File: config.mk
export PLATFORM = sky130hd
export DESIGN_NAME = adder_operand_sequencer_flat
export DESIGN_NICKNAME = d
export VERILOG_FILES = /design/src/rtl/adder_operand_sequencer_pkg.sv /design/src/rtl/adder_operand_sequencer_if.sv /design/src/rtl/adder_operand_sequencer_settle_timer.sv /design/src/rtl/adder_operand_sequencer.sv /design/src/flat_wrapper.sv
export SDC_FILE = /design/constraint.sdc
export NUM_CORES = 1
export LEC_CHECK = 0
export ABC_AREA = 1
export CORE_UTILIZATION = 50
export CTS_CLUSTER_DIAMETER = 120
export CTS_CLUSTER_SIZE = 14
export DETAILED_ROUTE_END_ITERATION = 12
export DONT_BUFFER_PORTS = 1
export SYNTH_ARGS = -nofsm -noshare
export SYNTH_HDL_FRONTEND = slang
export SYNTH_HIERARCHICAL = 1
export SYNTH_SLANG_ARGS = --single-unit
File: constraint.sdc
create_clock -name clk -period 2.2 [get_ports clk]
set_input_delay 0.22 -clock clk [delete_from_list [all_inputs] [get_ports clk]]
set_output_delay 0.22 -clock clk [all_outputs]
set_load 0.02 [all_outputs]
File: src/rtl/adder_operand_sequencer_pkg.sv
// Shared types and constants for the adder operand sequencer.
package adder_operand_sequencer_pkg;

  localparam int unsigned CNT_W = 4;

  typedef enum logic [1:0] {
    ST_GET_A   = 2'd0,
    ST_GET_B   = 2'd1,
    ST_SETTLE  = 2'd2,
    ST_RESULT  = 2'd3
  } seq_state_e;

endpackage

File: src/rtl/adder_operand_sequencer_if.sv
// Operand input stream, adder operand/return wires and result handshake.
interface adder_operand_sequencer_if #(
  parameter int unsigned WIDTH = 8
);
  logic [WIDTH-1:0] in_data;
  logic             in_valid;
  logic             in_ready;
  logic [WIDTH-1:0] op_a;
  logic [WIDTH-1:0] op_b;
  logic [WIDTH-1:0] sum_in;
  logic             cout_in;
  logic [WIDTH-1:0] res_sum;
  logic             res_cout;
  logic             res_valid;
  logic             res_ready;

  modport slave (
    input  in_data, in_valid, sum_in, cout_in, res_ready,
    output in_ready, op_a, op_b, res_sum, res_cout, res_valid
  );

  modport master (
    output in_data, in_valid, sum_in, cout_in, res_ready,
    input  in_ready, op_a, op_b, res_sum, res_cout, res_valid
  );
endinterface

File: src/rtl/adder_operand_sequencer_settle_timer.sv
// Loadable down-counter; done_c flags that the settle window has elapsed.
module adder_operand_sequencer_settle_timer
  import adder_operand_sequencer_pkg::*;
(
  input  logic             clk,
  input  logic             rst_n,
  input  logic             ena,
  input  logic             load,
  input  logic [CNT_W-1:0] value,
  output logic             done_c
);

  logic [CNT_W-1:0] cnt_q;
  logic [CNT_W-1:0] cnt_d;

  // Load wins over counting; counter parks at zero.
  always_comb begin
    cnt_d = cnt_q;
    if (load) begin
      cnt_d = value;
    end else if (ena && (cnt_q != '0)) begin
      cnt_d = cnt_q - CNT_W'(1);
    end
  end

  always_ff @(posedge clk or negedge rst_n) begin
    if (!rst_n) begin
      cnt_q <= '0;
    end else begin
      cnt_q <= cnt_d;
    end
  end

  assign done_c = (cnt_q == '0);

endmodule

File: src/rtl/adder_operand_sequencer.sv
// Serialises two operand bytes into the external adder and captures its result
// after a fixed settle window, offering it on a valid/ready port.
module adder_operand_sequencer
  import adder_operand_sequencer_pkg::*;
#(
  parameter int unsigned WIDTH         = 8,
  parameter int unsigned SETTLE_CYCLES = 2
) (
  input  logic                        clk,
  input  logic                        rst_n,
  input  logic                        ena,
  adder_operand_sequencer_if.slave    bus,
  output logic                        busy
);

  seq_state_e       state_q, state_d;
  logic [WIDTH-1:0] op_a_q, op_a_d;
  logic [WIDTH-1:0] op_b_q, op_b_d;
  logic [WIDTH-1:0] res_sum_q, res_sum_d;
  logic             res_cout_q, res_cout_d;
  logic             res_valid_q, res_valid_d;
  logic             busy_q, busy_d;
  logic             load_c;
  logic             done_c;
  logic             in_ready_c;

  adder_operand_sequencer_settle_timer u_timer (
    .clk    (clk),
    .rst_n  (rst_n),
    .ena    (ena && (state_q == ST_SETTLE)),
    .load   (load_c),
    .value  (CNT_W'(SETTLE_CYCLES - 1)),
    .done_c (done_c)
  );

  // Ready is a pure decode of registered state, gated off while frozen.
  assign in_ready_c = ena && ((state_q == ST_GET_A) || (state_q == ST_GET_B));

  always_comb begin
    state_d     = state_q;
    op_a_d      = op_a_q;
    op_b_d      = op_b_q;
    res_sum_d   = res_sum_q;
    res_cout_d  = res_cout_q;
    res_valid_d = res_valid_q;
    load_c      = 1'b0;
    if (ena) begin
      unique case (state_q)
        ST_GET_A: begin
          if (bus.in_valid) begin
            op_a_d  = bus.in_data;
            state_d = ST_GET_B;
          end
        end
        ST_GET_B: begin
          if (bus.in_valid) begin
            op_b_d  = bus.in_data;
            load_c  = 1'b1;
            state_d = ST_SETTLE;
          end
        end
        ST_SETTLE: begin
          if (done_c) begin
            res_sum_d   = bus.sum_in;
            res_cout_d  = bus.cout_in;
            res_valid_d = 1'b1;
            state_d     = ST_RESULT;
          end
        end
        ST_RESULT: begin
          if (bus.res_ready) begin
            res_valid_d = 1'b0;
            state_d     = ST_GET_A;
          end
        end
        default: state_d = ST_GET_A;
      endcase
    end
    busy_d = (state_d != ST_GET_A);
  end

  always_ff @(posedge clk or negedge rst_n) begin
    if (!rst_n) begin
      state_q     <= ST_GET_A;
      op_a_q      <= '0;
      op_b_q      <= '0;
      res_sum_q   <= '0;
      res_cout_q  <= 1'b0;
      res_valid_q <= 1'b0;
      busy_q      <= 1'b0;
    end else begin
      state_q     <= state_d;
      op_a_q      <= op_a_d;
      op_b_q      <= op_b_d;
      res_sum_q   <= res_sum_d;
      res_cout_q  <= res_cout_d;
      res_valid_q <= res_valid_d;
      busy_q      <= busy_d;
    end
  end

  assign bus.in_ready  = in_ready_c;
  assign bus.op_a      = op_a_q;
  assign bus.op_b      = op_b_q;
  assign bus.res_sum   = res_sum_q;
  assign bus.res_cout  = res_cout_q;
  assign bus.res_valid = res_valid_q;
  assign busy          = busy_q;

endmodule

File: src/flat_wrapper.sv
// flat-port wrapper written by rule: the top's interface ports become plain ports
module adder_operand_sequencer_flat import adder_operand_sequencer_pkg::*;
#(
  parameter int unsigned WIDTH         = 8,
  parameter int unsigned SETTLE_CYCLES = 2
)
  (clk, rst_n, ena, busy, bus_in_data, bus_in_valid, bus_sum_in, bus_cout_in, bus_res_ready, bus_in_ready, bus_op_a, bus_op_b, bus_res_sum, bus_res_cout, bus_res_valid);
  adder_operand_sequencer_if #(.WIDTH(WIDTH)) bus_i ();
  input  logic clk;
  input  logic rst_n;
  input  logic ena;
  output logic busy;
  input wire logic [$bits(bus_i.in_data)-1:0] bus_in_data;
  input wire logic [$bits(bus_i.in_valid)-1:0] bus_in_valid;
  input wire logic [$bits(bus_i.sum_in)-1:0] bus_sum_in;
  input wire logic [$bits(bus_i.cout_in)-1:0] bus_cout_in;
  input wire logic [$bits(bus_i.res_ready)-1:0] bus_res_ready;
  output wire logic [$bits(bus_i.in_ready)-1:0] bus_in_ready;
  output wire logic [$bits(bus_i.op_a)-1:0] bus_op_a;
  output wire logic [$bits(bus_i.op_b)-1:0] bus_op_b;
  output wire logic [$bits(bus_i.res_sum)-1:0] bus_res_sum;
  output wire logic [$bits(bus_i.res_cout)-1:0] bus_res_cout;
  output wire logic [$bits(bus_i.res_valid)-1:0] bus_res_valid;
  assign bus_i.in_data = bus_in_data;
  assign bus_i.in_valid = bus_in_valid;
  assign bus_i.sum_in = bus_sum_in;
  assign bus_i.cout_in = bus_cout_in;
  assign bus_i.res_ready = bus_res_ready;
  assign bus_in_ready = bus_i.in_ready;
  assign bus_op_a = bus_i.op_a;
  assign bus_op_b = bus_i.op_b;
  assign bus_res_sum = bus_i.res_sum;
  assign bus_res_cout = bus_i.res_cout;
  assign bus_res_valid = bus_i.res_valid;
  adder_operand_sequencer #(.WIDTH(WIDTH), .SETTLE_CYCLES(SETTLE_CYCLES)) u_core (.clk(clk), .rst_n(rst_n), .ena(ena), .bus(bus_i), .busy(busy));
endmodule
==> results of run 1 <==
==> final cells by class <==
cell class | count | area (um2)
timing repair buffer | 3 | 40.0
clock inverter | 2 | 37.5
sequential | 33 | 826
fill | 270 | 1150
clock buffer | 6 | 51.3
inverter | 32 | 120
tap | 31 | 38.8
multi-input combinational | 113 | 564
==> synth_stat cells (all sizes together) <==
| cell type | number | area [um2] |
|---|---|---|
| inv | 31 | 116 |
| clkinv | 1 | 3.75 |
| nand2 | 58 | 238 |
| clkbuf | 1 | 5.00 |
| nand3b | 2 | 15.0 |
| o21ai | 29 | 175 |
| dfrtp | 33 | 826 |
| conb | 2 | 7.51 |
| nand3 | 8 | 40.0 |
| nor2 | 8 | 37.5 |
| ha | 1 | 12.5 |
| nor3 | 1 | 5.00 |
| nand4 | 1 | 21.3 |
| a21oi | 1 | 5.00 |
| buf | 3 | 30.0 |
==> worst max-delay path, stage by stage, from the launching register on <==
cell	delay, ns
dfrtp_1	0.46
inv_2	0.14
nor2_2	0.05
nand2_2	0.32
inv_1	0.23
inv_2	0.16
nand3b_1	0.09
nand2_1	0.07
clkinv_1	0.05
nand2_1	0.05
==> stage by stage <==
stage                     instances  hold WS (ns)  instance area, um2
final                           220        0.0261                1680
after global routing            220        0.0101                1680
after CTS                       220       0.00210                1680
after detailed placement        209       -0.0747                1550
after global placement          209       -0.0748                1550
after floorplan                 182       -0.0756                1550
==> final timing paths <==
path                                    startpoint  slack, ns  cells after the start                 endpoint
min reg2reg                u_core/u_timer/cnt_q[0]       0.56                      2  u_core/u_timer/cnt_q[0]
max in group asynchronous                    rst_n       1.70                      2       u_core/bus.op_b[3]
min                                  bus_sum_in[0]       0.03                      2    u_core/bus.res_sum[0]
min in group asynchronous                    rst_n       0.32                      2  u_core/u_timer/cnt_q[1]
max                              u_core/state_q[0]       0.54                      9  u_core/u_timer/cnt_q[3]
max reg2reg                      u_core/state_q[0]       0.54                      9  u_core/u_timer/cnt_q[3]
==> sequential cells by signal (all words and copies together) (netlist names) <==
| signal | cells |
|---|---|
| u_core/state_q | 2 |
| u_core/bus.op_a | 8 |
| u_core/busy | 1 |
| u_core/bus.op_b | 8 |
| u_core/bus.res_sum | 8 |
| u_core/bus.res_cout | 1 |
| u_core/u_timer/cnt_q | 4 |
| u_core/bus.res_valid | 1 |
==> cell families after synthesis <==
family / Yosys count
AO/OA/AOI/OAI: 30
other: 2
AND/OR/NAND/NOR: 78
adder cells (fa/ha/maj): 1
buffers and inverters: 36
flip-flops: 33
==> per-layer routing <==
layer,global-route usage,vias to the layer above
li1,-,566
met1,0.235,533
met2,0.316,39
met3,0.0635,4
met4,0.143,0
met5,0,-
==> where the power goes <==
part / internal (mW) / total [mW] / leakage [nW] / switching (mW)
logic: 0.254 / 0.651 / 0.448 / 0.397
registers: 0.888 / 1.41 / 0.415 / 0.525
clock network: 0.270 / 0.473 / 0.0445 / 0.203
==> run_results.csv, run 1 <==
group,metric,value,unit
global_routing,grt_max_degree,34,
yosys,synth_area,1540,um2
flow_run,drv_cap,0,
floorplan,dieArea,3300,um2
yosys,synth_xor_area_frac,0,
sta,slew_viol_final,0,
min_path,min_path_type,"in2reg",
setup_path,critPathCaptureType,"flip-flop",
detailed_routing,ant_nets,0,
yosys,synthMuxAreaShare,0,
detailed_routing,wl_met3,168,um
detailed_routing,viasPerCell,5.19,
detailed_routing,drc,2,
floorplan,initial_core_util,0.544,
clocking,cts_setup_buffers,0,
sta,hold_viol,0,
detailed_routing,drt_iter0_drc,64,
setup_path,setup.worst_path.class,"reg2reg",
final_layout,drive_above_1_share,0.153,
placement,gp_congestion,0.837,
detailed_routing,dr_total_vias,1142,
yosys,yosysWarnings,6,
sta,tns,0,ns
yosys,synthAdderAreaFrac,0.00814,
sta,fin_crit_sh,0.754,
global_routing,grt.overflow.total,0,
setup_path,critical_path_arrival,1.93,ns
yosys,ys_seq_area_frac,0.537,
detailed_routing,met2_length,1380,um
yosys,netlist_instances,180,
sta,setup_viol,0,
floorplan,coreArea,2830,um2
global_routing,antenna_found_initial,0,
final_layout,n_antenna_cell,0,
placement,pre_cts_slack,0.580,ns
clocking,clock_sink_count,33,
setup_path,critPathLaunchType,"flip-flop",
power,p_per_area,1510,nW/um2
final_layout,syn_to_final_growth,9.11,%
placement,dp_hpwl,2070,um
yosys,synth-seq-cells,33,
sta,worst_slack,0.541,ns
clocking,cts_tree,"built",
floorplan,die_w,57.5,um
clocking,numCtsBuffers,5,
yosys,synth_top_family_by_area,"simple AND/OR/NAND/NOR gates",
clocking,cts_resized,0,
floorplan,die_h,57.5,um
sta,rsz0062_at_grt,"no",
outcome,violations,"design-rule violations",
global_routing,grt_first_pass_wirelength,4910,um
floorplan,io-pin-count,50,
sta,skew,0.00839,ns
yosys,syn_avg_cell_area,8.54,um2
yosys,synth_simple_gate_area_frac,0.232,
clocking,cts_hold_buf,3,
power,power,2.54,mW
sta,max_freq,603,MHz
power,p_leak,0.908,nW
final_layout,layout_common_cells,"nand2_1, dfrtp_1, inv_1",
detailed_routing,wl_per_cell,12.7,um
global_routing,track_usage,0.202,
global_routing,grt_pass1_vias,1126,
power,ir_drop,743,uV
floorplan,core.rowCount,19,
final_layout,mostFrequentLayoutCell,"nand2_1",
clocking,cts.clk_slew.worst_paths,0.10,ns
placement,portBuffers,0,
clocking,cts_root_buf,"clkbuf_4",
detailed_routing,dr.pass1.iters,9,
outcome,run_status,"finished, violations left",
yosys,ys_types,22,
sta,period_minus_slack,1.66,ns
setup_path,critical_path_peak_fanout,17,
clocking,insertion_delay,0.33,ns
detailed_routing,dr.max_layer_used,"met4",
final_layout,fin_util,0.593,
clocking,cts.path.max_buffers,2,
setup_path,cp.required,2.47,ns
clocking,htree_num_levels,2,
yosys,synth_compound_area_frac,0.117,
final_layout,nets,211,
detailed_routing,routed_wl,2800,um
detailed_routing,wl_met1,1220,um
(Power assumes the default switching activity.)
==> run 2: changes to the inputs <==
- clock period: 2.2 -> 1.7 ns (I/O delays scaled with it)
==> run_results.csv, run 2 (synthesis gave the netlist of run 1 again) <==
group,metric,value,unit
outcome,run_status,"finished, violations left",
outcome,violations,"design-rule violations",
sta,hold_viol,0,
final_layout,mostFrequentLayoutCell,"nand2_1",
clocking,numCtsBuffers,5,
setup_path,critical_path_buf_inv_count,2,
floorplan,initial_core_util,0.544,
min_path,min_path_type,"in2reg",
power,ir_drop,911,uV
placement,gp_congestion,0.847,
setup_path,crit_path_start,"u_core/u_timer/cnt_q[0]",
min_path,min_from,"ena",
final_layout,nets,228,
setup_path,setup.worst_path.class,"reg2reg",
power,p_per_area,1790,nW/um2
power,internal_power,1.86,mW
clocking,cts.path.max_buffers,2,
placement,dp.cells,210,
detailed_routing,drt_iter0_drc,53,
floorplan,coreArea,2830,um2
sta,fin_hold_ws,0.0839,ns
setup_path,critical_path_peak_fanout,19,
final_layout,layout_common_cells,"nand2_1, dfrtp_1, inv_1",
detailed_routing,drc,2,
sta,setup_viol,0,
sta,tns,0,ns
sta,fin_crit_sh,0.873,
setup_path,critical_path_arrival,1.69,ns
floorplan,dieArea,3300,um2
global_routing,track_usage,0.206,
detailed_routing,ant_nets,0,
setup_path,critPathLaunchType,"flip-flop",
setup_path,critPathCaptureType,"flip-flop",
power,p_leak,0.980,nW
power,clockPowerShare,0.181,
setup_path,crit_top_cell,"inv_1",
clocking,cts_root_buf,"clkbuf_4",
global_routing,grt.overflow.total,0,
clocking,cts.clk_slew.worst_paths,0.09,ns
detailed_routing,routed_wl,2940,um
final_layout,fin_util,0.651,
clocking,clock_sink_count,33,
placement,portBuffers,0,
setup_path,cp.required,1.91,ns
final_layout,syn_to_final_growth,19.8,%
detailed_routing,dr_total_vias,1188,
floorplan,die_h,57.5,um
setup_path,worst_r2r_startpoint,"u_core/u_timer/cnt_q[0]",
sta,max_freq,674,MHz
floorplan,io-pin-count,50,
power,combPwrFrac,0.261,
global_routing,grt_first_pass_wirelength,4970,um
final_layout,n_antenna_cell,0,
clocking,htree_num_levels,2,
final_layout,drive_above_1_share,0.141,
sta,period_minus_slack,1.48,ns
setup_path,reg2reg_slack,0.22,ns
setup_path,cpLargestDelayFamily,"simple AND/OR/NAND/NOR gates",
clocking,cts_tree,"built",
clocking,insertion_delay,0.32,ns
setup_path,cpPeakStageDelay,0.40,ns
floorplan,core.rowCount,19,
floorplan,die_w,57.5,um
global_routing,grt_max_degree,34,
detailed_routing,dr.pass1.iters,8,
final_layout,fin_cells,237,
power,switching_share,0.438,
detailed_routing,viasPerCell,5.01,
global_routing,grt_pass1_vias,1148,
flow_run,drv_cap,0,
sta,skew,0.00678,ns
setup_path,cp_cell_sequence,"inv_1 > ha_1 > nand2_2 > inv_1 > nand4_4 > nand2_1 > o21ai_0",
placement,dp_hpwl,2090,um
setup_path,crit_slowest_cell,"dfrtp_1",
sta,rsz0062_at_grt,"no",
power,p_switching,1.45,mW
detailed_routing,wl_per_cell,12.4,um
global_routing,antenna_found_initial,0,
power,seqPwrFrac,0.558,
sta,slew_viol_final,0,
## run 2: cell count changes in the layout (fill, tap and decap cells not counted)
| cell | change |
|---|---|
| dlygate4sd3_1 | +16 |
| o21ai_1 | +1 |
| clkinvlp_4 | -1 |
| o21ai_0 | -1 |
| clkbuf_1 | +1 |
| buf_4 | +1 |
## run 2: power by group through the flow
stage               clock [mW]  combinational (mW)  sequential, mW
floorplan                    0               0.735            1.75
global placement             0               0.775            1.84
detailed placement           0               0.819            1.86
CTS                      0.625               0.868            1.85
global route             0.652                1.01            1.90
finish                   0.597               0.863            1.84
## run 2: worst min-delay path, stage by stage
cell and delay [ns]:
nor2_1 0.08, a21oi_1 0.07, nand2_1 0.06
## run 2: metal layers
layer  track usage  vias up  wire length, um
met2         0.337       46             1460
met5             0        -                0
met4        0.0906        0               36
li1              -      595                -
met1         0.218      543             1210
met3         0.111        4              238
## run 2: worst paths after layout
| path | endpoint | cells after the start |
|---|---|---|
| setup / recovery | u_core/bus.res_sum[2] | 7 |
| hold / removal | u_core/busy | 3 |
| setup reg to reg | u_core/bus.res_sum[2] | 7 |
| hold reg to reg | u_core/u_timer/cnt_q[1] | 2 |
| max in group asynchronous | u_core/bus.op_a[2] | 2 |
| min in group asynchronous | u_core/u_timer/cnt_q[3] | 2 |
## run 2: layout make-up
cell class | count | area, um2
Fill cell | 246 | 987
Sequential cell | 33 | 826
Multi-Input combinational cell | 113 | 564
Timing Repair Buffer | 20 | 208
Inverter | 32 | 120
Clock buffer | 7 | 55.1
Tap cell | 31 | 38.8
Clock inverter | 1 | 30.0
## run 2: what timing repair did
| item | in CTS | in global routing |
|---|---|---|
| endpoints found under the setup margin | 0 | 1 |
| buffers inserted | 0 | 0 |
| hold buffers | 18 | 1 |
| resized for setup | 0 | 1 |
| hold endpoints to repair | 51 | 1 |
## run 2: metrics by stage
stage,area (um2),power [mW],setup slack [ns]
final,1840,3.31,0.216
after global routing,1840,3.56,0.00421
after CTS,1830,3.34,0.146
after detailed placement,1560,2.67,0.144
after global placement,1560,2.62,0.301
after floorplan,1550,2.48,0.271
